$ cat config.mk
export PLATFORM = sky130hd
export DESIGN_NAME = mem_arbiter_flat
export DESIGN_NICKNAME = d
export VERILOG_FILES = /design/src/rtl/mem_arbiter_if.sv /design/src/rtl/mem_arbiter.sv /design/src/flat_wrapper.sv
export SDC_FILE = /design/constraint.sdc
export NUM_CORES = 1
export LEC_CHECK = 0
export ABC_CLOCK_PERIOD_IN_PS = 9030
export CAP_MARGIN = 20
export CORE_ASPECT_RATIO = 0.75
export CORE_MARGIN = 2
export CORE_UTILIZATION = 48
export DETAILED_ROUTE_END_ITERATION = 8
export PLACE_DENSITY = 0.95
export SETUP_SLACK_MARGIN = 0.2
export SYNTH_ARGS = -nofsm -noshare
export SYNTH_HDL_FRONTEND = slang
export SYNTH_SLANG_ARGS = --single-unit
$ cat constraint.sdc
create_clock -name clk -period 9.03 [get_ports clk]
set_input_delay 1.806 -clock clk [delete_from_list [all_inputs] [get_ports clk]]
set_output_delay 1.806 -clock clk [all_outputs]
set_load 0.02 [all_outputs]
$ cat src/rtl/mem_arbiter_if.sv
// Memory-side bus between the arbiter and a word-addressed memory.
// The master modport faces the arbiter; the slave modport faces the memory.
interface mem_arbiter_if;
  logic        mem_req;
  logic        mem_we;
  logic [31:0] mem_addr;
  logic [3:0]  mem_be;
  logic [31:0] mem_wdata;
  logic [31:0] mem_rdata;
  logic        mem_ack;

  modport master (
    output mem_req, mem_we, mem_addr, mem_be, mem_wdata,
    input  mem_rdata, mem_ack
  );

  modport slave (
    input  mem_req, mem_we, mem_addr, mem_be, mem_wdata,
    output mem_rdata, mem_ack
  );
endinterface

$ cat src/rtl/mem_arbiter.sv
// Arbitrates instruction fetch (IF) and data access (MA) onto one memory port,
// with byte-lane steering, load extension, misalignment errors and a bus timeout.
module mem_arbiter #(
  parameter int unsigned TIMEOUT = 255
) (
  input  logic        clk,
  input  logic        reset,
  input  logic        if_req,
  input  logic [31:0] if_addr,
  output logic [31:0] if_rdata,
  output logic        if_valid,
  output logic        stall_IF,
  input  logic [1:0]  wrn_MA,
  input  logic [2:0]  num_bytes_MA,
  input  logic        signado_MA,
  input  logic [31:0] addr_MA,
  input  logic [31:0] wdata_MA,
  output logic [31:0] rdata_MA,
  output logic        done_MA,
  output logic        err_MA,
  output logic        stall_MA,
  mem_arbiter_if.master mem,
  output logic        bus_err
);

  typedef enum logic [1:0] {IDLE, BUSY_IF, BUSY_MA} state_t;

  localparam logic [9:0] TO_LAST = 10'(TIMEOUT - 1);

  state_t      state, state_next;
  logic        ma_rd, ma_wr, ma_pend, if_pend;
  logic        grant_ma, grant_if, ma_legal, finish, timeout;
  logic        last_ma;
  logic [9:0]  cnt;
  logic [1:0]  lat_lo;
  logic [2:0]  lat_size;
  logic        lat_signed, lat_we;
  logic [3:0]  be_ma;
  logic [31:0] wdata_rep, load_data;
  logic [7:0]  lb;
  logic [15:0] lh;
  logic        unused_if_lo;

  assign unused_if_lo = &if_addr[1:0];
  assign ma_rd    = (wrn_MA == 2'b01);
  assign ma_wr    = (wrn_MA == 2'b10);
  assign stall_IF = if_req & ~if_valid;
  assign stall_MA = (ma_rd | ma_wr) & ~done_MA;

  always_comb begin
    ma_pend  = (ma_rd | ma_wr) & ~done_MA;
    if_pend  = if_req & ~if_valid;
    grant_ma = 1'b0;
    grant_if = 1'b0;
    if (state == IDLE) begin
      grant_ma = ma_pend & (~if_pend | ~last_ma);
      grant_if = if_pend & ~grant_ma;
    end

    case (num_bytes_MA)
      3'd0:    ma_legal = 1'b1;
      3'd2:    ma_legal = ~addr_MA[0];
      3'd4:    ma_legal = (addr_MA[1:0] == 2'b00);
      default: ma_legal = 1'b0;
    endcase

    case (num_bytes_MA)
      3'd0: begin
        be_ma     = 4'b0001 << addr_MA[1:0];
        wdata_rep = {4{wdata_MA[7:0]}};
      end
      3'd2: begin
        be_ma     = addr_MA[1] ? 4'b1100 : 4'b0011;
        wdata_rep = {2{wdata_MA[15:0]}};
      end
      default: begin
        be_ma     = 4'b1111;
        wdata_rep = wdata_MA;
      end
    endcase

    // Ack wins over a timeout landing on the same cycle.
    finish  = (state != IDLE) & mem.mem_req & mem.mem_ack;
    timeout = (state != IDLE) & mem.mem_req & ~mem.mem_ack & (cnt == TO_LAST);

    state_next = state;
    case (state)
      IDLE: begin
        if (grant_ma && ma_legal) state_next = BUSY_MA;
        else if (grant_if)        state_next = BUSY_IF;
      end
      default: if (finish || timeout) state_next = IDLE;
    endcase
  end

  always_comb begin
    case (lat_lo)
      2'd0:    lb = mem.mem_rdata[7:0];
      2'd1:    lb = mem.mem_rdata[15:8];
      2'd2:    lb = mem.mem_rdata[23:16];
      default: lb = mem.mem_rdata[31:24];
    endcase
    lh = lat_lo[1] ? mem.mem_rdata[31:16] : mem.mem_rdata[15:0];
    case (lat_size)
      3'd0:    load_data = lat_signed ? {{24{lb[7]}}, lb} : {24'd0, lb};
      3'd2:    load_data = lat_signed ? {{16{lh[15]}}, lh} : {16'd0, lh};
      default: load_data = mem.mem_rdata;
    endcase
    if (lat_we) load_data = '0;
  end

  always_ff @(posedge clk or posedge reset) begin
    if (reset) state <= IDLE;
    else       state <= state_next;
  end

  always_ff @(posedge clk or posedge reset) begin
    if (reset) begin
      last_ma       <= 1'b0;
      cnt           <= '0;
      lat_lo        <= '0;
      lat_size      <= '0;
      lat_signed    <= 1'b0;
      lat_we        <= 1'b0;
      mem.mem_req   <= 1'b0;
      mem.mem_we    <= 1'b0;
      mem.mem_addr  <= '0;
      mem.mem_be    <= '0;
      mem.mem_wdata <= '0;
      if_rdata      <= '0;
      if_valid      <= 1'b0;
      rdata_MA      <= '0;
      done_MA       <= 1'b0;
      err_MA        <= 1'b0;
      bus_err       <= 1'b0;
    end else begin
      if_valid <= 1'b0;
      done_MA  <= 1'b0;
      err_MA   <= 1'b0;
      bus_err  <= 1'b0;
      if (state == IDLE) begin
        if (grant_ma) begin
          last_ma <= 1'b1;
          if (ma_legal) begin
            mem.mem_req   <= 1'b1;
            mem.mem_we    <= ma_wr;
            mem.mem_addr  <= {addr_MA[31:2], 2'b00};
            mem.mem_be    <= be_ma;
            mem.mem_wdata <= wdata_rep;
            lat_lo        <= addr_MA[1:0];
            lat_size      <= num_bytes_MA;
            lat_signed    <= signado_MA;
            lat_we        <= ma_wr;
            cnt           <= '0;
          end else begin
            done_MA  <= 1'b1;
            err_MA   <= 1'b1;
            rdata_MA <= '0;
          end
        end else if (grant_if) begin
          last_ma       <= 1'b0;
          mem.mem_req   <= 1'b1;
          mem.mem_we    <= 1'b0;
          mem.mem_addr  <= {if_addr[31:2], 2'b00};
          mem.mem_be    <= 4'b1111;
          mem.mem_wdata <= '0;
          cnt           <= '0;
        end
      end else if (finish || timeout) begin
        mem.mem_req <= 1'b0;
        bus_err     <= timeout;
        if (state == BUSY_IF) begin
          if_valid <= 1'b1;
          if_rdata <= timeout ? '0 : mem.mem_rdata;
        end else begin
          done_MA  <= 1'b1;
          rdata_MA <= timeout ? '0 : load_data;
        end
      end else begin
        cnt <= cnt + 10'd1;
      end
    end
  end

endmodule

$ cat src/flat_wrapper.sv
// flat-port wrapper written by rule: the top's interface ports become plain ports
module mem_arbiter_flat 
#(
  parameter int unsigned TIMEOUT = 255
)
  (clk, reset, if_req, if_addr, if_rdata, if_valid, stall_IF, wrn_MA, num_bytes_MA, signado_MA, addr_MA, wdata_MA, rdata_MA, done_MA, err_MA, stall_MA, bus_err, mem_mem_req, mem_mem_we, mem_mem_addr, mem_mem_be, mem_mem_wdata, mem_mem_rdata, mem_mem_ack);
  mem_arbiter_if mem_i ();
  input  logic clk;
  input  logic reset;
  input  logic if_req;
  input  logic [31:0] if_addr;
  output logic [31:0] if_rdata;
  output logic if_valid;
  output logic stall_IF;
  input  logic [1:0] wrn_MA;
  input  logic [2:0] num_bytes_MA;
  input  logic signado_MA;
  input  logic [31:0] addr_MA;
  input  logic [31:0] wdata_MA;
  output logic [31:0] rdata_MA;
  output logic done_MA;
  output logic err_MA;
  output logic stall_MA;
  output logic bus_err;
  output wire logic [$bits(mem_i.mem_req)-1:0] mem_mem_req;
  output wire logic [$bits(mem_i.mem_we)-1:0] mem_mem_we;
  output wire logic [$bits(mem_i.mem_addr)-1:0] mem_mem_addr;
  output wire logic [$bits(mem_i.mem_be)-1:0] mem_mem_be;
  output wire logic [$bits(mem_i.mem_wdata)-1:0] mem_mem_wdata;
  input wire logic [$bits(mem_i.mem_rdata)-1:0] mem_mem_rdata;
  input wire logic [$bits(mem_i.mem_ack)-1:0] mem_mem_ack;
  assign mem_mem_req = mem_i.mem_req;
  assign mem_mem_we = mem_i.mem_we;
  assign mem_mem_addr = mem_i.mem_addr;
  assign mem_mem_be = mem_i.mem_be;
  assign mem_mem_wdata = mem_i.mem_wdata;
  assign mem_i.mem_rdata = mem_mem_rdata;
  assign mem_i.mem_ack = mem_mem_ack;
  mem_arbiter #(.TIMEOUT(TIMEOUT)) u_core (.clk(clk), .reset(reset), .if_req(if_req), .if_addr(if_addr), .if_rdata(if_rdata), .if_valid(if_valid), .stall_IF(stall_IF), .wrn_MA(wrn_MA), .num_bytes_MA(num_bytes_MA), .signado_MA(signado_MA), .addr_MA(addr_MA), .wdata_MA(wdata_MA), .rdata_MA(rdata_MA), .done_MA(done_MA), .err_MA(err_MA), .stall_MA(stall_MA), .mem(mem_i), .bus_err(bus_err));
endmodule
==> results of run 1 <==
[stage by stage]
step / power [W] / hold WS [ns] / util [%] / cells / setup WS [ns]
3_5_place_dp: 0.002945 / 0.4641 / 67.10 / 1184 / 3.835
5_1_grt: 0.003931 / 0.4894 / 71.43 / 1216 / 3.775
6_report: 0.003735 / 0.4757 / 71.43 / 1216 / 3.819
3_3_place_gp: 0.002886 / 0.4580 / 67.10 / 1184 / 3.848
2_1_floorplan: 0.002145 / 0.4649 / - / 757 / 3.017
4_1_cts: 0.003741 / 0.4792 / 71.25 / 1215 / 3.824
[how the worst min path moves through the flow]
stage | start | to | slack (ns) | cells after the start
finish | u_core.mem.mem_wdata[12] | u_core.mem.mem_wdata[12] | 0.48 | 2
global route | u_core.rdata_MA[12] | u_core.rdata_MA[12] | 0.49 | 1
CTS | u_core.rdata_MA[12] | u_core.rdata_MA[12] | 0.48 | 1
detailed placement | u_core.rdata_MA[12] | u_core.rdata_MA[12] | 0.46 | 1
global placement | u_core.rdata_MA[12] | u_core.rdata_MA[12] | 0.46 | 1
floorplan | u_core.last_ma | u_core.last_ma | 0.46 | 1
[sequential cells by signal (all words and copies together) (netlist names)]
| signal | count |
|---|---|
| u_core.lat_signed | 1 |
| u_core.rdata_MA | 32 |
| u_core.err_MA | 1 |
| u_core.done_MA | 1 |
| u_core.mem.mem_wdata | 32 |
| u_core.mem.mem_be | 4 |
| u_core.bus_err | 1 |
| u_core.lat_we | 1 |
| u_core.if_valid | 1 |
| u_core.mem.mem_addr | 30 |
| u_core.state | 2 |
| u_core.if_rdata | 32 |
| u_core.lat_size | 3 |
| u_core.mem.mem_req | 1 |
| u_core.cnt | 10 |
| u_core.last_ma | 1 |
| u_core.lat_lo | 2 |
| u_core.mem.mem_we | 1 |
[cell type report]
class / instances / area (sq um)
Sequential cell: 156 / 3904
Multi-Input combinational cell: 528 / 3176
Tap cell: 205 / 256.5
Clock inverter: 14 / 205.2
Clock buffer: 17 / 425.4
Fill cell: 1040 / 4335
Timing Repair Buffer: 281 / 2813
Inverter: 15 / 61.31
[cell usage in the layout, fill, tap and decap left out, types with 7 or more instances in the layout]
cell / Yosys / routed
a21o_1: 15 / 15
a21oi_1: 45 / 45
buf_4: 7 / 7
clkbuf_16: 0 / 17
clkdlybuf4s50_1: 0 / 273
dfrtp_1: 156 / 156
inv_1: 15 / 14
inv_6: 0 / 7
mux2_2: 13 / 13
mux2i_1: 55 / 55
nand2_1: 162 / 162
nand3b_1: 7 / 7
nor2_1: 11 / 11
o211ai_1: 9 / 9
o21ai_0: 92 / 92
o21ai_1: 21 / 21
o2bb2ai_1: 17 / 17
o31ai_1: 19 / 19
[power by group]
group | internal, W | switching [W]
combinational | 0.000767 | 0.000988
clock | 0.000469 | 0.000307
sequential | 0.000993 | 0.000211
total | 0.00223 | 0.00151
[kinds of logic after synthesis]
kind of cell               synth area share (%)
AOI/OAI and AO/OA                         19.09
adders and majority gates                0.5043
buffers and inverters                     5.092
DFF                                       52.44
muxes                                     9.664
other                                   0.05037
and+or+nand+nor                           13.16
[critical path, stage by stage]
cell,delay (ns)
clkdlybuf4s50_1,0.46
inv_1,0.04
ha_1,0.35
nor2_1,0.14
clkdlybuf4s50_1,0.62
[metal layers]
metal	part of all wire, %	global-route usage (%)	vias up	wire length [microns]
met1	41	36.58	3365	9330
met5	0	0	-	0
li1	-	-	3121	-
met3	8.5	7.418	43	1948
met4	2.1	8.654	0	482
met2	49	47.19	370	11150
==> metrics, run 1 <==
r2r endpoint=u_core.rdata_MA[19]; clk sinks=156; Core ar.=0.01518 sq mm; I/O Buffers=273; Mapped Area=0.007445 sq mm; Fin. Hold Viols=0; Hold Path Class=reg2reg; type of origin of the critical path=input port; status=finished, final reports clean; Die ar.=0.01653 sq mm; crit path time final=5.211 ns; yosys warns=0; Synth top area share=52.44%; routed wire length=22.91 mm; sequential area share after synthesis=52.44%; Ant. Diodes=0; post-cts hold buffer count=0; Routed Antenna Nets=0; Placer Congestion=0.9242; WS Path Type=in2out; headroom to the max-slew limit=34.63%; Ports=278; clock buffer count from CTS=17; Clk pin slew, worst setup/hold paths=0.06 ns; top cells by count, synth=nand2_1 (162), dfrtp_1 (156), o21ai_0 (92); FF-to-FF Start=u_core.state[0]; routed length per instance=18.84 microns; period utilization=57.71%; initial antenna violation count=0; final-report setup violation count=0; fraction of layout instances using a drive strength above 1=7.221%; ranking of synthesized cells by area=dfrtp_1 (52%), nand2_1 (8.2%), mux2i_1 (7.4%); Root Driver=clkbuf_16; unique cell type count in the Yosys netlist=54; Cell Rows=39; nets=1,140; Required @ worst endpoint=7.22 ns; Setup crit end kind=output pin; crit path from=wrn_MA[0]; CTS tree=yes; via count=6,899; Die Y=111.9 microns; Pre-Repair DR Iteration Count=5; Longest Clk Path Bufs=2; Lkg Pwr=4.918 nW; setup TNS=0 ns; worst slew pin tran=0.9769 ns; worst vdd rail ir drop=0.1769 mV; Chip Width=147.8 microns; RSZ-0062 raised after global routing=false; Most used DFF post-synth=dfrtp_1; asr flop ratio synth=100.0%; Post-synth EDFFs=0; register bit total from synthesis=156; GR Util All Layers=28.35%; postcts setup bufs=0; GRT Residual Overflow=0; cell with the most instances after synthesis=nand2_1; PostCTS Resize Cnt=0; drt first-iter violations=543; Synth Instances=756; first-pass GRT wire length=37.00 mm; CTS H-tree lvls=4; Crit path arrival time=3.41 ns; vias per cell=5.674; largest net degree at the start of global routing=89; Area growth syn-to-layout=45.61%; fin. max-slew vios=0; average size of a mapped cell=9.847 sq um; DRC=0; clk_skew=0.01024 ns; Critical Path End=stall_MA; critical path fanouts, max=4; fmax=191.9 MHz; worst r2r path cells=6; area post-placement=0.01018 sq mm; area leader, netlist=dfrtp_1; worst-skew pair later-pin latency=0.42 ns; Power Density=344.6 mW/mm^2; MaxCap Viol Count=0; vias in the first global route=6,940; Final HPWL DP=16.32 mm; FF-to-FF setup slack=6.44 ns; Design Area, Final=0.01084 sq mm; initial core utilization=49.06%
Power figures use the tool's default switching activity.
==> run 2, diff against run 1 <==
Settings changed: ABC_CLOCK_PERIOD_IN_PS 9030 to 5230, CORE_UTILIZATION 48 to 45, PLACE_DENSITY 0.95 to 0.92.
Clock period 9.03 ns to 5.23 ns, I/O delays scaled along.
==> run 2 against run 1 <==
  * First-iteration DRC count fell by 14%
  * Count of clock-buffer cells in the layout rose by 2
  * Register-to-register slack got worse by 4.1 ns
  * Critical endpoint unchanged
==> metrics, run 2 (same netlist as run 1, synthesis figures left out) <==
initial core utilization=46.20% (was 49.06%); crit path time final=3.682 ns; type of origin of the critical path=input port (unchanged); core occupancy in the finished layout=67.57% (was 71.43%); dpl ws=1.545 ns (was 3.835 ns); Ports=278 (unchanged); clk sinks=156 (unchanged); vias in the first global route=6,782 (was 6,940); Gate power share=47.7% (was 47.0%); period utilization=70.40%; nets=1,142 (was 1,140); Worst path slowest cell=clkdlybuf4s50_1 (unchanged); Crit path arrival time=2.64 ns (was 3.41 ns); top flop regs=u_core.if_rdata: 32 flops, u_core.mem.mem_wdata: 32 flops, u_core.rdata_MA: 32 flops (unchanged); Hold Path Class=reg2reg (unchanged); worst slew pin tran=1.088 ns (was 0.9769 ns); sequential share of power=32.4% (was 32.2%); Clk pin slew, worst setup/hold paths=0.06 ns (about the same); fin. max-slew vios=0 (unchanged); CTS tree=yes (unchanged); WS Path Type=in2out (unchanged); postcts setup bufs=0 (unchanged); clock network fraction of total power=19.9% (was 20.8%); Placer Congestion=0.8638 (was 0.9242); headroom to the max-slew limit=27.19% (was 34.63%); status=finished, final reports clean (unchanged); crit path cell chain=clkdlybuf4s50_1 -> inv_1 -> ha_1 -> nor2_1 -> clkdlybuf4s50_1 (unchanged); Chip Width=152.5 microns (was 147.8 microns); routed length per instance=18.65 microns (was 18.84 microns); Pre-Repair DR Iteration Count=7 (was 5); Required @ worst endpoint=4.18 ns (was 7.22 ns); Die ar.=0.01760 sq mm (was 0.01653 sq mm); Longest Clk Path Bufs=2 (unchanged); Ant. Diodes=0 (unchanged); Final WS setup=1.548 ns (was 3.819 ns); critical path fanouts, max=4 (unchanged); Core ar.=0.01612 sq mm (was 0.01518 sq mm); Lkg Pwr=4.927 nW (was 4.918 nW); commonest non-fill, non-tap cell in the layout=clkdlybuf4s50_1 (unchanged); MaxCap Viol Count=0 (unchanged); leading cell types in the layout, fill and taps excluded=clkdlybuf4s50_1 (273), nand2_1 (162), dfrtp_1 (156) (unchanged); largest net degree at the start of global routing=128 (was 89); Root Driver=clkbuf_16 (unchanged); GRT Residual Overflow=0 (unchanged); Area growth syn-to-layout=46.27% (was 45.61%); worst vdd rail ir drop=0.3237 mV (was 0.1769 mV); vias per cell=5.486 (was 5.674); clock buffer count from CTS=17 (unchanged); DRC=0 (unchanged); first-pass GRT wire length=36.03 mm (was 37.00 mm); Routed Antenna Nets=0 (unchanged); initial antenna violation count=0 (unchanged); Final HPWL DP=16.38 mm (was 16.32 mm); CP peak stage delay=0.61 ns (was 0.62 ns); setup TNS=0 ns (unchanged); via count=6,715 (was 6,899); switching part of the total power=40.58% (was 40.33%); final-report setup violation count=0 (unchanged); Power Density=586.1 mW/mm^2 (was 344.6 mW/mm^2); worst-skew pair later-pin latency=0.43 ns (was 0.42 ns); Power Internal=0.003792 W (was 0.002229 W); routed wire length=22.83 mm (was 22.91 mm); sw power=0.002590 W (was 0.001506 W); fraction of layout instances using a drive strength above 1=7.495% (was 7.221%); RSZ-0062 raised after global routing=false (unchanged); drt first-iter violations=466 (was 543); Cell Rows=40 (was 39); post-cts hold buffer count=0 (unchanged); Setup crit end kind=output pin (unchanged); hold_ws=0.4741 ns (was 0.4757 ns); Final Total Pwr=0.006382 W (was 0.003735 W); fmax=271.6 MHz; most used cell, CP=clkdlybuf4s50_1 (unchanged); GR Util All Layers=26.24% (was 28.35%); CTS H-tree lvls=4 (unchanged); I/O Buffers=273 (unchanged); clk_skew=0.009580 ns (was 0.01024 ns); Fin. Hold Viols=0 (unchanged); PostCTS Resize Cnt=0 (unchanged); Die Y=115.4 microns (was 111.9 microns)
-- run 2: final cells by class --
| cell class | count | area [sq um] |
|---|---|---|
| repair buffers | 283 | 2878 |
| well taps | 210 | 262.8 |
| inverters | 15 | 60.06 |
| fillers | 1169 | 5226 |
| multi-input cells | 528 | 3176 |
| clock buffers | 19 | 452.9 |
| flip-flops and latches | 156 | 3904 |
| clock inverters | 13 | 156.4 |
-- run 2: final timing paths --
path	to	slack, ns	start	cells after the start
max	stall_MA	1.55	wrn_MA[0]	5
min	u_core.mem.mem_wdata[8]	0.47	u_core.mem.mem_wdata[8]	2
max reg2reg	u_core.if_rdata[30]	2.37	u_core.cnt[0]	8
min reg2reg	u_core.mem.mem_wdata[8]	0.47	u_core.mem.mem_wdata[8]	2
max in group asynchronous	u_core.mem.mem_addr[6]	3.46	reset	4
min in group asynchronous	u_core.cnt[8]	0.90	reset	2
-- run 2: power by group through the flow --
| stage | Sequential [W] | Clock (W) | Combinational, W |
|---|---|---|---|
| after detailed placement | 0.00207 | 0 | 0.00303 |
| final | 0.00207 | 0.00127 | 0.00305 |
| after global routing | 0.00213 | 0.00134 | 0.00326 |
| after CTS | 0.00206 | 0.00129 | 0.00305 |
| after global placement | 0.00205 | 0 | 0.00295 |
| after floorplan | 0.00257 | 0 | 0.00113 |
-- run 2: worst max-delay path, delay by kind of cell --
| kind | cells | cell delay [ns] |
|---|---|---|
| adder cells (fa/ha/maj) | 1 | 0.35 |
| buffers and inverters | 3 | 1.10 |
| AND/OR/NAND/NOR | 1 | 0.13 |
-- run 2: per-stage QoR --
stage / instances / area (sq um)
after floorplan: 757 / 7452
after global placement: 1190 / 10230
after detailed placement: 1190 / 10230
after CTS: 1222 / 10840
after global routing: 1224 / 10890
final: 1224 / 10890
-- run 2: metal layers --
layer	vias to the layer above	global-route usage (%)	wire length (microns)
met1	3235	33.37	9392
li1	3139	-	-
met5	-	0	0
met2	293	43.93	11030
met3	48	7.614	1889
met4	0	8.457	524
==> run 3, diff against run 2 <==
Settings changed: ABC_CLOCK_PERIOD_IN_PS 5230 to 3000, CORE_UTILIZATION 45 to 40, PLACE_DENSITY 0.92 to 0.87.
Clock period 5.23 ns to 3 ns, I/O delays scaled along.
==> run 3 against run 2 <==
  * Count of clock-buffer cells in the layout stayed put
  * Critical endpoint is now u_core.lat_lo[1]
  * Sequential cell count did not move
  * Register-to-register slack worse by 1.6 ns
  * Final cell count rose by 4.2%
  * Combinational power increased by 80%
==> metrics, run 3 (same netlist as run 1, synthesis figures left out) <==
status=finished, final reports clean (unchanged); WHS Endpoint=u_core.rdata_MA[2] (was u_core.mem.mem_wdata[8]); setup TNS=0 ns (unchanged); Power Internal=0.006576 W (was 0.003792 W); Die Y=122.1 microns (was 115.4 microns); vias per cell=5.212 (was 5.486); critical path fanouts, max=21 (was 4); CTS tree=yes (unchanged); worst slew pin tran=0.7268 ns (was 1.088 ns); crit path from=wrn_MA[0] (unchanged); Crit path arrival time=2.85 ns (was 2.64 ns); Fin. Hold Viols=0 (unchanged); MaxCap Viol Count=0 (unchanged); # fillers=1,491 (was 1,169); Required @ worst endpoint=3.30 ns (was 4.18 ns); Hold Path Class=reg2reg (unchanged); routed length per instance=17.53 microns (was 18.65 microns); sequential share of power=32.5% (was 32.4%); Core ar.=0.01835 sq mm (was 0.01612 sq mm); Ant. Diodes=0 (unchanged); DRC=0 (unchanged); fraction of layout instances using a drive strength above 1=8.560% (was 7.495%); Setup crit end kind=flip-flop (was output pin); clk sinks=156 (unchanged); sw power=0.004535 W (was 0.002590 W); vias in the first global route=6,684 (was 6,782); WS Path Type=in2reg (was in2out); fmax=392.1 MHz; headroom to the max-slew limit=51.54% (was 27.19%); RSZ-0062 raised after global routing=false (unchanged); worst hold start=u_core.rdata_MA[2] (was u_core.mem.mem_wdata[8]); wl on met1=9.613 mm (was 9.392 mm); Placer Congestion=0.8511 (was 0.8638); FF-to-FF Start=u_core.lat_lo[1] (was u_core.cnt[0]); initial antenna violation count=0 (unchanged); Hold Crit Depth=1 (was 2); placed cells=1,243 (was 1,190); Routed Antenna Nets=0 (unchanged); clock buffer count from CTS=17 (unchanged); via count=6,645 (was 6,715); Die ar.=0.01973 sq mm (was 0.01760 sq mm); clock network fraction of total power=18.1% (was 19.9%); largest net degree at the start of global routing=66 (was 128); Area growth syn-to-layout=48.40% (was 46.27%); Clk pin slew, worst setup/hold paths=0.07 ns (was 0.06 ns); WL met3=1.907 mm (was 1.889 mm); area post-placement=0.01050 sq mm (was 0.01023 sq mm); worst-skew pair later-pin latency=0.42 ns (was 0.43 ns); Pre-Repair DR Iteration Count=5 (was 7); Layout Cells excl Fill=1,275 (was 1,224); fin. max-slew vios=0 (unchanged); worst vdd rail ir drop=0.5343 mV (was 0.3237 mV); post-cts hold buffer count=0 (unchanged); Root Driver=clkbuf_16 (unchanged); period utilization=85.02%; DR top layer=met4 (unchanged); r2r endpoint=u_core.rdata_MA[26] (was u_core.if_rdata[30]); leading cell types in the layout, fill and taps excluded=clkdlybuf4s50_1 (272), nand2_1 (162), dfrtp_1 (156) (was clkdlybuf4s50_1 (273), nand2_1 (162), dfrtp_1 (156)); type of origin of the critical path=input port (unchanged); first-pass GRT wire length=35.46 mm (was 36.03 mm); final-report setup violation count=0 (unchanged); initial core utilization=40.58% (was 46.20%); Cell Rows=43 (was 40); crit path time final=2.551 ns; GR Util All Layers=23.11% (was 26.24%); CTS H-tree lvls=4 (unchanged); switching part of the total power=40.82% (was 40.58%); top flop regs=u_core.if_rdata: 32 flops, u_core.mem.mem_wdata: 32 flops, u_core.rdata_MA: 32 flops (unchanged); Power Density=1006 mW/mm^2 (was 586.1 mW/mm^2); Final HPWL DP=16.74 mm (was 16.38 mm); routed wire length=22.35 mm (was 22.83 mm); nets=1,156 (was 1,142); Ports=278 (unchanged); core occupancy in the finished layout=60.22% (was 67.57%); Chip Width=161.5 microns (was 152.5 microns); I/O Buffers=273 (unchanged); drt first-iter violations=479 (was 466); worst r2r path cells=5 (was 8); met2 routed WL=10.33 mm (was 11.03 mm); Lkg Pwr=4.994 nW (was 4.927 nW); FF-to-FF setup slack=0.80 ns (was 2.37 ns); Design Area, Final=0.01105 sq mm (was 0.01089 sq mm); Longest Clk Path Bufs=2 (unchanged); commonest non-fill, non-tap cell in the layout=clkdlybuf4s50_1 (unchanged); Gate power share=49.4% (was 47.7%); hold_ws=0.4771 ns (was 0.4741 ns); GRT Residual Overflow=0 (unchanged); clk_skew=0.01413 ns (was 0.009580 ns)
## run 3: cell count changes in the layout (fill, tap and decap cells not counted), sizes merged
cell / delta
buf: +14
clkinvlp: +2
dlymetal6s2s: +1
bufinv: -2
clkdlybuf4s50: -1
## run 3: how the worst max path moves through the flow
stage / end / depth (start not counted)
after floorplan: u_core.bus_err / 1
after global placement: u_core.lat_lo[1] / 8
after detailed placement: u_core.lat_lo[1] / 8
after CTS: stall_MA / 5
after global routing: u_core.lat_lo[1] / 8
final: u_core.lat_lo[1] / 8
## run 3: area by class of cell
cell class | instances | area [sq um] | share of cell area [%]
well taps | 247 | 309.0 | 2.797
repair buffers | 297 | 3053 | 27.63
clock inverters | 13 | 113.9 | 1.031
flip-flops and latches | 156 | 3904 | 35.33
clock buffers | 19 | 432.9 | 3.918
inverters | 15 | 60.06 | 0.5436
multi-input cells | 528 | 3176 | 28.74
## run 3: timing repair
| item | 4_1_cts | 5_1_grt |
|---|---|---|
| setup buffers | 0 | 0 |
| resized for setup | 0 | 1 |
| endpoints found under the setup margin | 0 | 1 |
## run 3: power groups by stage
stage	combinational (W)	sequential, W	clock (W)
after detailed placement	0.00549	0.00363	0
after global routing	0.00590	0.00373	0.00215
final	0.00549	0.00361	0.00201
after global placement	0.00539	0.00359	0
after floorplan	0.00198	0.00448	0
after CTS	0.00552	0.00361	0.00205
## run 3: worst max-delay path: stages
cell and delay [ns]:
clkdlybuf4s50_1 0.45, inv_1 0.04, ha_1 0.36, nor4_2 0.32, and2b_1 0.19, buf_4 0.27, nand2_1 0.27, mux2_2 0.34
## run 3: metal layers
layer  global-route usage, %  vias to the layer above
met3                   6.980                       35
met5                       0                        -
met4                   7.422                        0
met1                   30.40                     3147
met2                   36.83                      297
li1                        -                     3166
## run 3: stage by stage
| step | setup WS, ns | total power, W |
|---|---|---|
| after floorplan | 0.4271 | 0.006457 |
| after global placement | 0.1209 | 0.008978 |
| after detailed placement | 0.02115 | 0.009124 |
| after CTS | 0.2038 | 0.01118 |
| after global routing | 0.3150 | 0.01178 |
| final | 0.4494 | 0.01111 |
==> RTL change 1: new RTL, flow settings as in run 2 <==
`TIMEOUT` is set to 255 in 2 places; all go to 127.
--- a/src/rtl/mem_arbiter.sv
+++ b/src/rtl/mem_arbiter.sv
@@ -3,3 +3,3 @@
 module mem_arbiter #(
-  parameter int unsigned TIMEOUT = 255
+  parameter int unsigned TIMEOUT = 127
 ) (
--- a/src/flat_wrapper.sv
+++ b/src/flat_wrapper.sv
@@ -3,3 +3,3 @@
 #(
-  parameter int unsigned TIMEOUT = 255
+  parameter int unsigned TIMEOUT = 127
 )
Behaviour: same outputs for any inputs over 4 cycles, from zero or initial values and one cycle with reset high; that may be too few to reach the edited logic, so the function may still have changed.
==> RTL change 1 against run 2 <==
  * Combinational power rose by 2%
  * Die area rose by 3.7%
  * Routed wire length rose by 3.4%
  * Worst setup slack got worse by 77 ps
  * Cell area rose by 3.2%
  * Sequential cell count did not move
  * Total power rose by 1.3%
  * Area after synthesis rose by 3.8%
  * Critical endpoint unchanged
  * Largest cell class unchanged
==> RTL change 1: results (changes against run 2) <==
Leak: 4.82 nW (-2.1%)
Crit path DAT: 2710 ps (+70 ps)
Post-CTS Setup Bufs: 0 (unchanged)
R2r worst-path depth: 4 (-4)
Global Route met1 Usage: 0.353 (+0.0192)
GP Congestion: 0.936 (+8.4%)
Flop2flop setup slack: 2680 ps (+310 ps)
HP Start: u_core.lat_we$_DFFE_PP0P_
Hold endpoint: u_core.lat_we$_DFFE_PP0P_
RR Endpoint: u_core.rdata_MA[11]$_DFFE_PP0P_
Synth Warn #: 0 (unchanged)
Top flop regs: u_core.if_rdata (32), u_core.mem.mem_wdata (32), u_core.rdata_MA (32)
Proportion of layout cells with a drive suffix above 1: 0.131 (+0.0556)
Dpl cells: 1169 (-1.8%)
WL final: 23.6 mm (+3.4%)
Post-synth ARST share: 1.00 (unchanged)
Clk_lat worst skew: 420 ps
DR vias/cell: 5.66 (+3.1%)
Peak VDD IR: 289 µV (-11%)
Post-synth top cells: 156 x dfrtp_1, 75 x mux2_2, 58 x nand2_1
Top post-synthesis cells by area: dfrtp_1 50%, mux2_2 11%, o21ai_0 3.7%
Vias in the first global route: 6969 (+2.8%)
Register area share after synthesis: 0.505 (-0.0194)
Total track usage: 0.261 (-0.000930)
Initial DRT Pass Iterations: 5 (-2)
CTS Buf Count: 17 (unchanged)
Initial antenna violation count: 0 (unchanged)
Worst hold path class: reg -> reg
Status: completed
# diodes: 0 (unchanged)
Slowest-stage cell, CP: clkdlybuf4s50_1
GR Layer Usage met3: 0.0718 (-0.00434)
Dpl hpwl: 16.9 mm (+3.5%)
Worst-path fanout max: 4 (unchanged)
Slew headroom: 0.294 (+0.0222)
Initial DRC Count: 600 (+29%)
Max-cap violations: 0 (unchanged)
Met2 Usage GRT: 0.407 (-0.0320)
Synth cell types: 55 (+1.9%)
CTS Root Cell: clkbuf_16
# resized after CTS: 0 (unchanged)
DR WL/cell: 19.6 µm (+5.2%)
First-pass GRT wire length: 37.7 mm (+4.7%)
Hold path cells: 1 (-1)
Nets: 1116 (-2.3%)
Worst r2r src: u_core.lat_lo[1]$_DFFE_PP0P_
Post-Syn Instances: 725 (-4.1%)
CP peak stage delay: 660 ps (+50 ps)
Clock Skew: 9.34 ps (-0.241 ps)
## RTL change 1: cell families (layout without fill, tap and decap cells)
logic type,after synthesis,after routing,synth area share
adder cells (fa/ha/maj),3,3,0.00486
buffers and inverters,110,372,0.0609
multiplexers,120,120,0.172
AND/OR/NAND/NOR,137,137,0.0824
other,1,2,0.000485
flip-flops,156,156,0.505
AO/OA/AOI/OAI,198,198,0.174
## RTL change 1: how the worst max path moves through the flow
| stage | from | to | slack (ps) | cells past startpoint |
|---|---|---|---|---|
| finish | wrn_MA[0] | stall_MA | 1470 | 5 |
| global route | wrn_MA[0] | stall_MA | 1420 | 5 |
| floorplan | reset | u_core.bus_err$_DFF_PP0_ | 2210 | 1 |
| detailed placement | wrn_MA[0] | u_core.rdata_MA[9]$_DFFE_PP0P_ | 1320 | 9 |
| global placement | wrn_MA[0] | u_core.rdata_MA[9]$_DFFE_PP0P_ | 1390 | 9 |
| CTS | wrn_MA[0] | stall_MA | 1440 | 5 |
## RTL change 1: cell type report
| class | instances | area [µm²] |
|---|---|---|
| Clock buffer | 21 | 450 |
| Sequential cell | 156 | 3900 |
| Fill cell | 1248 | 5590 |
| Multi-Input combinational cell | 460 | 3380 |
| Tap cell | 215 | 269 |
| Clock inverter | 11 | 168 |
| Timing Repair Buffer | 285 | 2860 |
| Inverter | 55 | 210 |
## RTL change 1: power breakdown
group	total [mW]	internal [mW]	switching, mW
Combinational	3.11	1.48	1.62
Clock	1.30	0.811	0.492
Sequential	2.06	1.72	0.341
Total	6.47	4.01	2.46
## RTL change 1: worst max-delay path: cells and delay by family
kind,cells,cell delay (ps)
adder cells (fa/ha/maj),1,340
buffers and inverters,3,1160
AND/OR/NAND/NOR,1,160
## RTL change 1: per-stage QoR
step,cell area (µm²),hold WS (ps),setup WS [ps]
5_1_grt,11200,503,1420
3_3_place_gp,10600,468,1390
3_5_place_dp,10600,474,1320
4_1_cts,11200,488,1440
2_1_floorplan,7740,456,2210
6_report,11200,486,1470
## RTL change 1: per-layer routing
layer  part of all wire  up-vias
met5                  0        -
met4              0.031        0
met3              0.091       52
met2               0.45      331
met1               0.42     3314
li1                   -     3106
==> RTL change 2: new RTL, flow settings as in run 2 <==
Without the edit above. Encoding of `state_t`: now one-hot (3 bits for 3 states).
--- a/src/rtl/mem_arbiter.sv
+++ b/src/rtl/mem_arbiter.sv
@@ -25,3 +25,3 @@
 
-  typedef enum logic [1:0] {IDLE, BUSY_IF, BUSY_MA} state_t;
+  typedef enum logic [2:0] {IDLE = 3'b001, BUSY_IF = 3'b010, BUSY_MA = 3'b100} state_t;
 
Formal check against the unedited RTL: no difference found for any inputs over 4 cycles, from zero or initial values and one cycle with reset high; so few cycles prove little.
==> RTL change 2 against run 2 <==
  * Routed wire length rose by 1.5%
  * Die area barely moved
  * Cell area up 0.94%
  * Area after synthesis shrank 0.10%
  * Core utilization rose by 0.64 points
  * Total power up 1.9%
  * Sequential cell count increased by 1
  * Worst setup slack got worse by 390 ps
  * Non-clock buffer count up 7
  * Clock power increased by 6%
  * Hold slack better by 2.0 ps
  * Synthesized cell count up 6.5%
  * Sequential share of layout area down 0.096 points
  * Critical path type unchanged
==> RTL change 2: results (changes against run 2) <==
Sw Share: 0.404 (-0.00182)
Hold endpoint: u_core.mem.mem_wdata[22]$_DFFE_PP0P_
Post-synthesis register bit count: 157 (+0.64%)
Placement Setup Slack: 1180 ps (-361 ps)
Status: completed
Crit path DAT: 3020 ps (+380 ps)
Post-synth top cells: 156 x dfrtp_1, 143 x nand2_1, 82 x nor2_1
Clock Skew: 10.2 ps (+0.665 ps)
WL met1: 10.3 mm (+9.6%)
Global Route met1 Usage: 0.360 (+0.0266)
Filler cell count: 1214 (+3.8%)
Dpl cells: 1243 (+4.5%)
Reg area: 3930 µm² (+0.67%)
Number of ordinary inverters in the final layout: 44 (+29)
First-pass GRT wire length: 36.3 mm (+0.65%)
Clk power: 1.35 mW (+6%)
Dpl hpwl: 16.3 mm (-0.61%)
Initial DRT Pass Iterations: 5 (-2)
Met2 Usage GRT: 0.414 (-0.0252)
Routed wl met2: 10.7 mm (-3.2%)
Slew headroom: 0.421 (+0.149)
Proportion of layout cells with a drive suffix above 1: 0.0610 (-0.0140)
Top post-synthesis cells by area: dfrtp_1 52%, nand2_1 7.2%, mux2i_1 4.3%
Register area share after synthesis: 0.528 (+0.00406)
Synth cell types: 53 (-1.9%)
Clock network contribution to total cell area: 0.0578 (+0.00187)
Peak VDD IR: 289 µV (-11%)
R2r worst-path depth: 6 (-2)
PnR Total Power: 6.50 mW (+1.9%)
Worst-path fanout max: 6 (+2)
Worst hold slack: 476 ps (+1.99 ps)
Initial DRC Count: 609 (+31%)
DR WL/cell: 18.2 µm (-2.6%)
Area of the multi-input gates: 3110 µm² (-2.1%)
Die width: 152 µm (about the same)
Synth Area in Adders: 0.00505 (+0.00000509)
RR Endpoint: u_core.mem.mem_addr[31]$_DFFE_PP0P_
-- RTL change 2: changes by cell type in the layout (fill, tap and decap cells not counted), sizes merged, moves of 9 or more --
cell / delta
a21oi: -20
mux2i: -23
nor2: +70
nand2: -20
o2111ai: +9
a21o: -10
nand3: +28
inv: +29
o21ai: -52
a31oi: +33
-- RTL change 2: worst max path at each step --
stage | startpoint | end | slack [ps] | cells after the start
6_report | wrn_MA[0] | stall_MA | 1160 | 5
5_1_grt | wrn_MA[0] | stall_MA | 1110 | 5
4_1_cts | wrn_MA[0] | stall_MA | 1180 | 5
3_5_place_dp | wrn_MA[0] | stall_MA | 1180 | 5
3_3_place_gp | wrn_MA[0] | stall_MA | 1190 | 5
2_1_floorplan | reset | u_core.bus_err$_DFF_PP0_ | 2200 | 1
-- RTL change 2: critical path, cell delays in order --
cell and delay [ps]:
clkdlybuf4s50_1 460, inv_1 40, ha_1 350, nor2_1 400, clkdlybuf4s50_1 720
